$ cat src/rtl/bbox_overlay.sv
// bbox_overlay: accumulates the bounding box of foreground pixels over a frame,
// latches it at the vsync rising edge and draws it as a 1-pixel border on the
// following frame. The latched box coordinates are also exposed as status outputs.
// Optional build macro: BBOX_CROSSHAIR_EN adds a centre crosshair, clipped to the
// box interior and drawn in BOX_COLOR.
module bbox_overlay #(
  parameter int          CW         = 11,
  parameter int          MIN_PIXELS = 16,
  parameter logic [23:0] BOX_COLOR  = 24'hFF0000
) (
  input  logic          clk,
  input  logic          rst_n,
  input  logic          in_de,
  input  logic          in_hsync,
  input  logic          in_vsync,
  input  logic [23:0]   in_pixel,
  output logic          out_de,
  output logic          out_hsync,
  output logic          out_vsync,
  output logic [23:0]   out_pixel,
  output logic          box_valid,
  output logic [CW-1:0] box_x_min,
  output logic [CW-1:0] box_x_max,
  output logic [CW-1:0] box_y_min,
  output logic [CW-1:0] box_y_max
);

  localparam int            CNT_W   = 2 * CW;
  localparam logic [CW-1:0] C_ONES  = '1;
  localparam logic [0:0]    S_IDLE  = 1'b0;
  localparam logic [0:0]    S_ARMED = 1'b1;

  function automatic logic [CW-1:0] sat_inc_c(input logic [CW-1:0] v);
    return (&v) ? v : v + 1'b1;
  endfunction

  function automatic logic [CNT_W-1:0] sat_inc_n(input logic [CNT_W-1:0] v);
    return (&v) ? v : v + 1'b1;
  endfunction

  logic [0:0]       state;
  logic             de_p0;
  logic             vs_p0;
  logic             fe_p0;
  logic [CW-1:0]    x;
  logic [CW-1:0]    y;
  logic [CW-1:0]    acc_xmin;
  logic [CW-1:0]    acc_xmax;
  logic [CW-1:0]    acc_ymin;
  logic [CW-1:0]    acc_ymax;
  logic [CNT_W-1:0] acc_cnt;
  logic             vs_rise;
  logic             de_fall;
  logic             fg;
  logic             cnt_ok;
  logic             border;
  logic             draw;
`ifdef BBOX_CROSSHAIR_EN
  logic [CW-1:0]    cx;
  logic [CW-1:0]    cy;
  logic [CW:0]      sum_x;
  logic [CW:0]      sum_y;
`endif

  assign vs_rise = in_vsync & ~vs_p0;
  assign de_fall = ~in_de & de_p0;
  assign fg      = in_de & (|in_pixel);
  assign cnt_ok  = (acc_cnt >= CNT_W'(MIN_PIXELS));

`ifdef BBOX_CROSSHAIR_EN
  // Centre sums are one bit wider so the midpoint never wraps.
  assign sum_x = {1'b0, acc_xmin} + {1'b0, acc_xmax};
  assign sum_y = {1'b0, acc_ymin} + {1'b0, acc_ymax};
`endif

  // Edge detectors, frame-end pulse and the IDLE -> ARMED flag.
  // Arming happens on the first frame end, so the partial frame at reset release is dropped.
  always_ff @(posedge clk or negedge rst_n) begin
    if (!rst_n) begin
      de_p0 <= 1'b0;
      vs_p0 <= 1'b0;
      fe_p0 <= 1'b0;
      state <= S_IDLE;
    end else begin
      de_p0 <= in_de;
      vs_p0 <= in_vsync;
      fe_p0 <= vs_rise;
      if (fe_p0)
        state <= S_ARMED;
    end
  end

  // Column and row counters; the pixel on the current cycle is at (x, y).
  always_ff @(posedge clk or negedge rst_n) begin
    if (!rst_n) begin
      x <= '0;
      y <= '0;
    end else begin
      x <= in_de ? sat_inc_c(x) : '0;
      if (vs_rise)
        y <= '0;
      else if (de_fall)
        y <= sat_inc_c(y);
    end
  end

  // Foreground accumulators. A pixel on the vsync edge cycle still belongs to the
  // ending frame; a pixel on the frame-end cycle seeds the freshly cleared set.
  always_ff @(posedge clk or negedge rst_n) begin
    if (!rst_n) begin
      acc_xmin <= C_ONES;
      acc_xmax <= '0;
      acc_ymin <= C_ONES;
      acc_ymax <= '0;
      acc_cnt  <= '0;
    end else if (fe_p0) begin
      acc_xmin <= fg ? x : C_ONES;
      acc_xmax <= fg ? x : '0;
      acc_ymin <= fg ? y : C_ONES;
      acc_ymax <= fg ? y : '0;
      acc_cnt  <= fg ? CNT_W'(1) : '0;
    end else if (fg) begin
      if (x < acc_xmin) acc_xmin <= x;
      if (x > acc_xmax) acc_xmax <= x;
      if (y < acc_ymin) acc_ymin <= y;
      if (y > acc_ymax) acc_ymax <= y;
      acc_cnt <= sat_inc_n(acc_cnt);
    end
  end

  // Box latch at frame end; coordinates are held when the count is too low.
  always_ff @(posedge clk or negedge rst_n) begin
    if (!rst_n) begin
      box_valid <= 1'b0;
      box_x_min <= '0;
      box_x_max <= '0;
      box_y_min <= '0;
      box_y_max <= '0;
`ifdef BBOX_CROSSHAIR_EN
      cx        <= '0;
      cy        <= '0;
`endif
    end else if (fe_p0 && (state == S_ARMED)) begin
      box_valid <= cnt_ok;
      if (cnt_ok) begin
        box_x_min <= acc_xmin;
        box_x_max <= acc_xmax;
        box_y_min <= acc_ymin;
        box_y_max <= acc_ymax;
`ifdef BBOX_CROSSHAIR_EN
        cx        <= sum_x[CW:1];
        cy        <= sum_y[CW:1];
`endif
      end
    end
  end

  // Border (and optional crosshair) hit test against the previously latched box.
  always_comb begin
    border = (((x == box_x_min) || (x == box_x_max)) &&
              (y >= box_y_min) && (y <= box_y_max)) ||
             (((y == box_y_min) || (y == box_y_max)) &&
              (x >= box_x_min) && (x <= box_x_max));
`ifdef BBOX_CROSSHAIR_EN
    border = border ||
             ((x == cx) && (y > box_y_min) && (y < box_y_max)) ||
             ((y == cy) && (x > box_x_min) && (x < box_x_max));
`endif
    draw = box_valid & in_de & border;
  end

  // Output stage: one-cycle delay for sync, enable and the overlaid pixel.
  always_ff @(posedge clk or negedge rst_n) begin
    if (!rst_n) begin
      out_de    <= 1'b0;
      out_hsync <= 1'b0;
      out_vsync <= 1'b0;
      out_pixel <= '0;
    end else begin
      out_de    <= in_de;
      out_hsync <= in_hsync;
      out_vsync <= in_vsync;
      out_pixel <= draw ? BOX_COLOR : in_pixel;
    end
  end

endmodule

$ cat config.mk
export PLATFORM = sky130hd
export DESIGN_NAME = bbox_overlay
export DESIGN_NICKNAME = d
export VERILOG_FILES = /design/src/rtl/bbox_overlay.sv
export SDC_FILE = /design/constraint.sdc
export NUM_CORES = 1
export LEC_CHECK = 0
export CORE_MARGIN = 5
export CORE_UTILIZATION = 45
export CTS_CLUSTER_DIAMETER = 100
export DETAILED_ROUTE_END_ITERATION = 8
export GPL_TIMING_DRIVEN = 1
export PLACE_DENSITY = 0.67
export SETUP_SLACK_MARGIN = 0.2
export SKIP_CTS_REPAIR_TIMING = 1
export SLEW_MARGIN = 0
export SYNTH_ARGS = -nofsm -noshare
export SYNTH_HDL_FRONTEND = slang
export SYNTH_SLANG_ARGS = --single-unit
$ cat constraint.sdc
create_clock -name clk -period 6.2 [get_ports clk]
set_clock_uncertainty 0.2 [all_clocks]
set_input_delay 0.93 -clock clk [delete_from_list [all_inputs] [get_ports clk]]
set_output_delay 0.93 -clock clk [all_outputs]
set_load 0.05 [all_outputs]
==> Word level (Yosys, flattened, before mapping) <==
Index checks and enable logic that the tools add are counted.
{ "totals": {"regBits": 162, "input_bits": 29, "word_cells": 95} }
{ "classes": {"n_addsub": 3, "n_lt_le_gt_ge": 9, "eq_ne": 7, "mux": 26, "bitwise_logic": 7, "reduce_logical": 25} }
{ "ops": {"columns": ["cell", "count"], "rows": [
  ["two-way mux 11 bit", 21],
  ["two-way mux 22 bit", 3],
  ["equality test 11 bit", 4],
  ["two-way mux 24 bit", 1],
  ["OR reduction 24 bit", 1],
  ["adder 11 x 1 -> 11 bit, second input constant", 2],
  ["adder 22 x 1 -> 22 bit, second input constant", 1],
  ["greater-or-equal comparator 11 bit", 2],
  ["greater-or-equal comparator 22 x 5 -> 1 bit, second input constant", 1],
  ["> comparator 11 bit", 2],
  ["<= comparator 11 bit", 2],
  ["less-than comparator 11 bit", 2],
  ["AND reduction 11 bit", 2],
  ["AND reduction 22 bit", 1],
  ["AND reduction 2 bit", 7],
  ["nonzero test 2 bit", 6],
  ["inequality test 2 bit, second input constant", 3],
  ["AND 1 bit", 5],
  ["logical AND 1 bit", 5],
  ["logical OR 1 bit", 3],
  ["NOT 1 bit", 2],
  ["two-way mux 1 bit", 1]
]} }

==> Longest topological paths before layout <==
Gate-level depths: netlist of run 1.
{ "depth": {"depth_word": 7, "ltp_mapped": 9} }

==> Worst setup path after synthesis of run 1 <==
OpenSTA, ideal clock, no wires.
{ "synth_timing": {"path_kind": "reg2reg", "start": "register box_y_max[7]", "end": "register out_pixel[0]", "setup_time_ns": 0.119, "arrival_time_ns": 2.263, "slack_ns": 3.618, "path_stages_with_launch": 10, "n_path_buf": 1, "path_cell_list": "dfrtp_1 -> inv_1 -> ha_1 -> nand3_1 -> nor4_1 -> a41oi_1 -> a211oi_1 -> a32oi_1 -> clkbuf_1 -> and2_1"} }
{ "synth_between": {"elab_chain_cells": 7, "word_cells_on_any_way": 9, "classes_between": "order compare: 1; eq/ne: 1; mux: 1; bitwise: 1; reduce/logical: 5"} }
{ "synth_rtl": {"columns": ["item", "line", "text"], "rows": [
  ["start, declared", "25", "output logic [CW-1:0] box_y_max"],
  ["start signal, assigned", "149", "box_y_max <= acc_ymax;"],
  ["branches (longest 4 deep; another with <= comparator 11 bit)", null, null],
  ["logical OR 1 bit *", "161", "(y >= box_y_min) && (y <= box_y_max)) ||"],
  ["AND 1 bit *", "169", "draw = box_valid & in_de & border;"],
  ["two-way mux 24 bit *", "183", "out_pixel <= draw ? BOX_COLOR : in_pixel;"],
  ["end signal, assigned", "183", null],
  ["end, declared", "20", "output logic [23:0] out_pixel,"]
]} }
Every way passes the cells marked *.
A chain may end at the register's enable or synchronous reset.

==> Worst setup path in the final report of run 1 <==
{ "layout_timing": {"start": "input port in_pixel[22]", "end": "register acc_ymax[7]"} }
{ "layout_between": {"elab_chain_cells": 4, "word_cells_on_any_way": 6, "classes_between": "mux: 2; bitwise: 1; reduce/logical: 3"} }
{ "layout_rtl": {"columns": ["item", "line", "text"], "rows": [
  ["start, declared", "16", "input logic [23:0] in_pixel,"],
  ["OR reduction 24 bit *", "67", "assign fg = in_de & (|in_pixel);"],
  ["AND 1 bit *", "67", null],
  ["two-way mux 11 bit or nonzero test 2 bit (tied branches)", null, null],
  ["two-way mux 11 bit or AND reduction 2 bit (tied branches)", null, null],
  ["end signal, assigned", "120", "acc_ymax <= fg ? y : '0;"],
  ["end signal, assigned", "126", "if (y > acc_ymax) acc_ymax <= y;"],
  ["end, declared", "50", "logic [CW-1:0] acc_ymax;"]
]} }
Every way passes the cells marked *; elsewhere a longest branch is shown, timed or not.

==> run summary, run 1 <==
Status -> completed
RSZ-0062 raised after global routing -> false
Final Hold Vio Count -> 0
CTS tree -> built
Slew HR -> 22.09%
CTS sink cnt -> 162
CTS clk-pin slew, worst paths -> 60 ps
FFs w/ async S/R, synth -> 100.0%
Worst path required time -> 6310 ps
Crit. End Element -> flip-flop
Max-slew violation count -> 0
Area growth from synthesis to final layout -> 20.15%
Top-area cell type share of the netlist area -> 39.57%
H-tree depth -> 4
CTS Root Cell -> clkbuf_16
Multi-input gate area -> 4277 um2
EDFF count, synth -> 0
Post-Synth XOR/XNOR Area -> 2.869%
Predominant post-synthesis flop cell -> dfrtp_1
Routability cong. -> 0.8225
Avg Cell Area, Syn -> 9.613 um2
WHS -> 300.6 ps
Setup CP Type -> in2reg
WL per Instance -> 15.92 um
Largest net degree at the start of global routing -> 104
Achievable frequency -> 284.9 MHz
Pwr per Cell Area -> 306.0 nW/um2
Worst r2r path cells -> 8
Drt total wl -> 20530 um
Synth top area cells -> dfrtp_1 (40%), ha_1 (13%), dfstp_2 (6.5%), a21oi_1 (4.0%), nor2_1 (3.9%)
DRC violations left -> 0
Port Buffers -> 100
Fillcell total -> 1719
Vias in the first global route -> 6473
Max VDD drop -> 0.1961 mV
Netlist cell types -> 55
Starting Density -> 45.64%
Combinational family with the most area after synthesis -> simple AND/OR/NAND/NOR gates
Hold Path Depth -> 1
Width of the die -> 150.3 um
Post-Synthesis Cells -> 921
Fin Setup TNS -> 0 ps
Vias after detailed routing -> 6778
Via density -> 5.258
FF+latch area -> 4081 um2
Hold_sp -> acc_ymax[10]
Inserted Diodes -> 0
Worst min path class -> reg2reg
Std cell rows -> 51
Inserted Clock Buffers -> 17
Core ar. -> 19400 um2
Initial antenna violation count -> 0
CP startpoint kind -> input port
1st-iter DRT viols -> 320
Tmin final -> 3510 ps
Multiplexer share of the synthesized area -> 0.7349%
Boundary pin count -> 101
Hpwl dp -> 14320 um
GRT Overall Usage -> 18.94%
Tcrit/Tclk final -> 56.62%
Post-Syn Area -> 8853 um2
Post-route ant nets -> 0
Worst r2r dst -> out_pixel[1]
Simple-Gate Fraction of Synth Area -> 16.51%
Adder-Cell Fraction of Synth Area -> 12.72%
DIE AREA -> 22580 um2
Critical path, cell by cell -> clkdlybuf4s50_1 -> nor4_1 -> nand4_1 -> o21ai_2 -> a21oi_1 -> a22o_1
Sequential element share of the synthesized area -> 46.10%
R2r setup slk -> 3120 ps
Share of cells above drive strength 1 -> 8.398%
Flops & latches, synth -> 162
Gr ovfl total -> 0
Max incr delay on CP -> 940 ps
Syn Nets -> 1040
WP data arrival -> 3620 ps
Clk buf depth -> 2
YS warnings -> 0
Worst-path maximum fanout -> 23
Worst hold endpoint -> acc_ymax[10]
Worst Tran Pin Value -> 1169 ps
Clk Latency, worst-skew pair -> 430 ps
Finish-stage setup viols -> 0
LEAKAGE -> 0.004832 uW
Post-synth top area cell -> dfrtp_1
Nets -> 1130
Drt first pass iters -> 5
MaxCap Viol Count -> 0
Reg2reg start -> y[7]
Crit path max-delay cell type -> o21ai_2
Compound-Gate Fraction of Synth Area -> 15.35%
DIE HEIGHT -> 150.3 um
First-pass GRT wire length -> 33910 um
critical path: cells and delay by family:
family | cells | cell delay [ps]
AOI/OAI and AO/OA | 3 | 1730
and+or+nand+nor | 2 | 550
buffers and inverters | 1 | 410
report_power, final:
group	internal, uW	switching, uW	total (uW)	leakage [uW]
combinational	341	596	937	0.00247
clock	582	455	1040	0.000275
sequential	1180	103	1280	0.00209
total	2100	1150	3260	0.00483
cell usage in the layout (no fill, tap or decap), types with 23 or more instances in the layout:
cell type        synthesis  routed
dfrtp_1                140     140
clkdlybuf4s50_1          0      99
nor2_1                  91      91
ha_1                    90      90
inv_1                   88      88
nand2_1                 80      80
a21oi_1                 71      71
o21ai_0                 45      44
nand4_1                 23      23
per-layer routing:
metal / global-route usage, % / vias to the layer above / part of all wire (%)
met5: 0 / - / 0
met4: 5.352 / 0 / 1.1
met3: 3.492 / 21 / 5.7
met2: 30.70 / 146 / 46
li1: - / 3389 / -
met1: 26.12 / 3222 / 47
cell families after synthesis:
kind of cell	Yosys count
compound gates	209
xor+xnor	29
fa+ha+maj	90
buf+inv	122
flops	162
mux	6
simple gates	303
cell usage after synthesis (4+ instances only):
master / number
mux2_1: 4
a211oi_1: 8
and2_1: 18
a21oi_1: 71
a31oi_1: 6
buf_6: 6
o2111ai_1: 6
xor2_1: 22
dfrtp_1: 140
nor2_1: 91
xnor2_1: 7
nor4_1: 11
nor2b_1: 6
inv_1: 88
o21ai_2: 18
or3_1: 6
ha_1: 90
nand2b_1: 15
nor3_1: 7
o21bai_1: 4
clkbuf_1: 24
or4_1: 5
o211ai_1: 7
nand3_1: 22
and3_1: 7
a21o_1: 4
nand4_1: 23
o21ai_0: 45
dfstp_2: 22
a22o_1: 22
nand2_1: 80
flip-flops by register name, summed over array words and instances, names as in the netlist:
register   flops
out_pixel     24
acc_cnt       22
acc_xmax      11
acc_xmin      11
acc_ymax      11
acc_ymin      11
box_x_max     11
box_x_min     11
box_y_max     11
box_y_min     11
x             11
y             11
box_valid      1
fe_p0          1
out_de         1
out_hsync      1
out_vsync      1
state          1
worst max path at each step:
stage | depth (start not counted) | from | endpoint | slack, ps
detailed placement | 6 | in_pixel[22] | acc_xmax[2] | 2210
floorplan | 9 | box_y_max[7] | out_pixel[0] | 3620
CTS | 6 | in_pixel[22] | acc_ymax[9] | 2630
finish | 6 | in_pixel[22] | acc_ymax[7] | 2690
global placement | 6 | in_pixel[22] | acc_xmax[6] | 2270
global route | 6 | in_pixel[22] | acc_ymax[9] | 2450
per-stage QoR:
| step | util (%) | total power [uW] | area, um2 | cells | setup WS, ps |
|---|---|---|---|---|---|
| after global routing | 54.84 | 3438 | 10640 | 1289 | 2451 |
| after CTS | 54.84 | 3291 | 10640 | 1289 | 2633 |
| after global placement | 51.84 | 2232 | 10060 | 1257 | 2273 |
| final | 54.84 | 3256 | 10640 | 1289 | 2690 |
| after floorplan | - | 1928 | 8853 | 921 | 3618 |
| after detailed placement | 51.84 | 2245 | 10060 | 1257 | 2206 |
cell type report:
| cell class | instances | share of cell area (%) |
|---|---|---|
| multi-input cells | 637 | 40.20 |
| flip-flops and latches | 162 | 38.37 |
| repair buffers | 104 | 9.704 |
| clock buffers | 20 | 4.293 |
| inverters | 89 | 3.140 |
| well taps | 265 | 3.117 |
| clock inverters | 12 | 1.176 |
Note: power is estimated with default switching activity, not from simulation.
==> inputs of run 2 (changes only) <==
Settings changed: PLACE_DENSITY 0.67 to 0.7.
Clock period 6.2 ns to 3.1 ns, I/O delays scaled along.
==> run summary, run 2 (synthesis results as in run 1) <==
Status -> completed
Tcrit/Tclk final -> 89.31%
Clk Latency, worst-skew pair -> 430 ps
CTS Root Cell -> clkbuf_16
Commonest non-fill, non-tap cell in the layout -> dfrtp_1
Worst path required time -> 3260 ps
Pwr per Cell Area -> 623.8 nW/um2
Share of cells above drive strength 1 -> 11.00%
DIE HEIGHT -> 150.3 um
Finish-stage setup viols -> 0
H-tree depth -> 4
Port Buffers -> 100
Final Hold Vio Count -> 0
Tmin final -> 2769 ps
Reg power frac -> 37.2%
CTS clk-pin slew, worst paths -> 60 ps
First-pass GRT wire length -> 35590 um
WL per Instance -> 16.31 um
Vias in the first global route -> 7195
Starting Density -> 45.64%
LEAKAGE -> 0.005034 uW
Pint -> 4542 uW
WHS -> 271.4 ps
Inserted Clock Buffers -> 17
CTS sink cnt -> 162
1st-iter DRT viols -> 349
Gr ovfl total -> 0
Clock share of power -> 33.4%
Biggest register -> out_pixel
Inst Count DP -> 1288
RSZ-0062 raised after global routing -> false
Achievable frequency -> 361.2 MHz
Drt first pass iters -> 5
Routability cong. -> 0.8256
Worst-path maximum fanout -> 11
Max VDD drop -> 0.4464 mV
Crit. End Element -> flip-flop
GRT Overall Usage -> 19.62%
DIE AREA -> 22580 um2
Largest register FFs -> 24
Worst min path class -> in2reg
Slew HR -> 35.88%
Fin Setup TNS -> 0 ps
Via density -> 5.369
WP data arrival -> 2930 ps
MaxCap Viol Count -> 0
Sw Ratio -> 33.60%
Final std cells w/o fill -> 1320
Largest net degree at the start of global routing -> 72
Clk buf depth -> 2
Hpwl dp -> 15630 um
Std cell rows -> 51
Power, Total -> 6840 uW
Initial antenna violation count -> 0
Nets -> 1162
Comb power frac -> 29.4%
Vias after detailed routing -> 7087
CTS tree -> built
Setup CP Type -> reg2reg
Boundary pin count -> 101
Commonest non-fill, non-tap cells in the layout -> dfrtp_1 (140), clkdlybuf4s50_1 (99), nor2_1 (91), ha_1 (90), inv_1 (88)
Core ar. -> 19400 um2
Psw -> 2298 uW
Post-route ant nets -> 0
Post-layout util -> 56.53%
Worst Tran Pin Value -> 961.8 ps
Top flop regs -> out_pixel x24, acc_cnt x22
DRC violations left -> 0
Width of the die -> 150.3 um
Area growth from synthesis to final layout -> 23.86%
Inserted Diodes -> 0
Max-slew violation count -> 0
CP startpoint kind -> flip-flop
Drt total wl -> 21530 um
run 2: stage by stage:
step / setup slack [ps] / instance area (um2)
6_report: 331.4 / 10970
4_1_cts: 283.1 / 10950
3_5_place_dp: 73.85 / 10310
3_3_place_gp: 122.0 / 10310
2_1_floorplan: 517.8 / 8853
5_1_grt: 225.8 / 10970
run 2: final timing paths:
| check | from | endpoint | slack, ps | depth (start not counted) |
|---|---|---|---|---|
| setup / recovery | y[6] | acc_ymax[2] | 330 | 6 |
| max in group asynchronous | rst_n | acc_xmin[10] | 1490 | 3 |
| min in group asynchronous | rst_n | box_x_min[3] | 440 | 2 |
| hold reg to reg | acc_ymax[1] | acc_ymax[1] | 300 | 1 |
| setup reg to reg | y[6] | acc_ymax[2] | 330 | 6 |
| hold / removal | in_hsync | out_hsync | 270 | 1 |
run 2: power by group through the flow:
| stage | Sequential (uW) | Combinational (uW) | Clock [uW] |
|---|---|---|---|
| 3_5_place_dp | 2580 | 2000 | 0 |
| 3_3_place_gp | 2580 | 1960 | 0 |
| 2_1_floorplan | 3000 | 856 | 0 |
| 4_1_cts | 2550 | 2020 | 2310 |
| 5_1_grt | 2580 | 2200 | 2410 |
| 6_report | 2550 | 2010 | 2280 |
run 2: layout make-up:
type	instances	area, um2
clock inverters	8	150.1
inverters	89	334.1
flip-flops and latches	162	4081
well taps	265	331.6
multi-input cells	637	4280
clock buffers	23	488.0
fillers	1697	8433
repair buffers	136	1300
run 2: per-layer routing:
metal  up-vias  share of wire [%]  GRT usage, %
met5         -                  0             0
met4         0                1.8         6.130
met3        30                5.4         4.184
met2       180                 46         31.76
met1      3438                 47         26.48
li1       3439                  -             -
run 2: worst max-delay path, cell delays in order (launching register included):
cell and delay, ps:
dfrtp_1 520, ha_1 390, nand4_1 160, o21bai_1 220, a21bo_2 200, a21oi_1 750, a22o_1 270
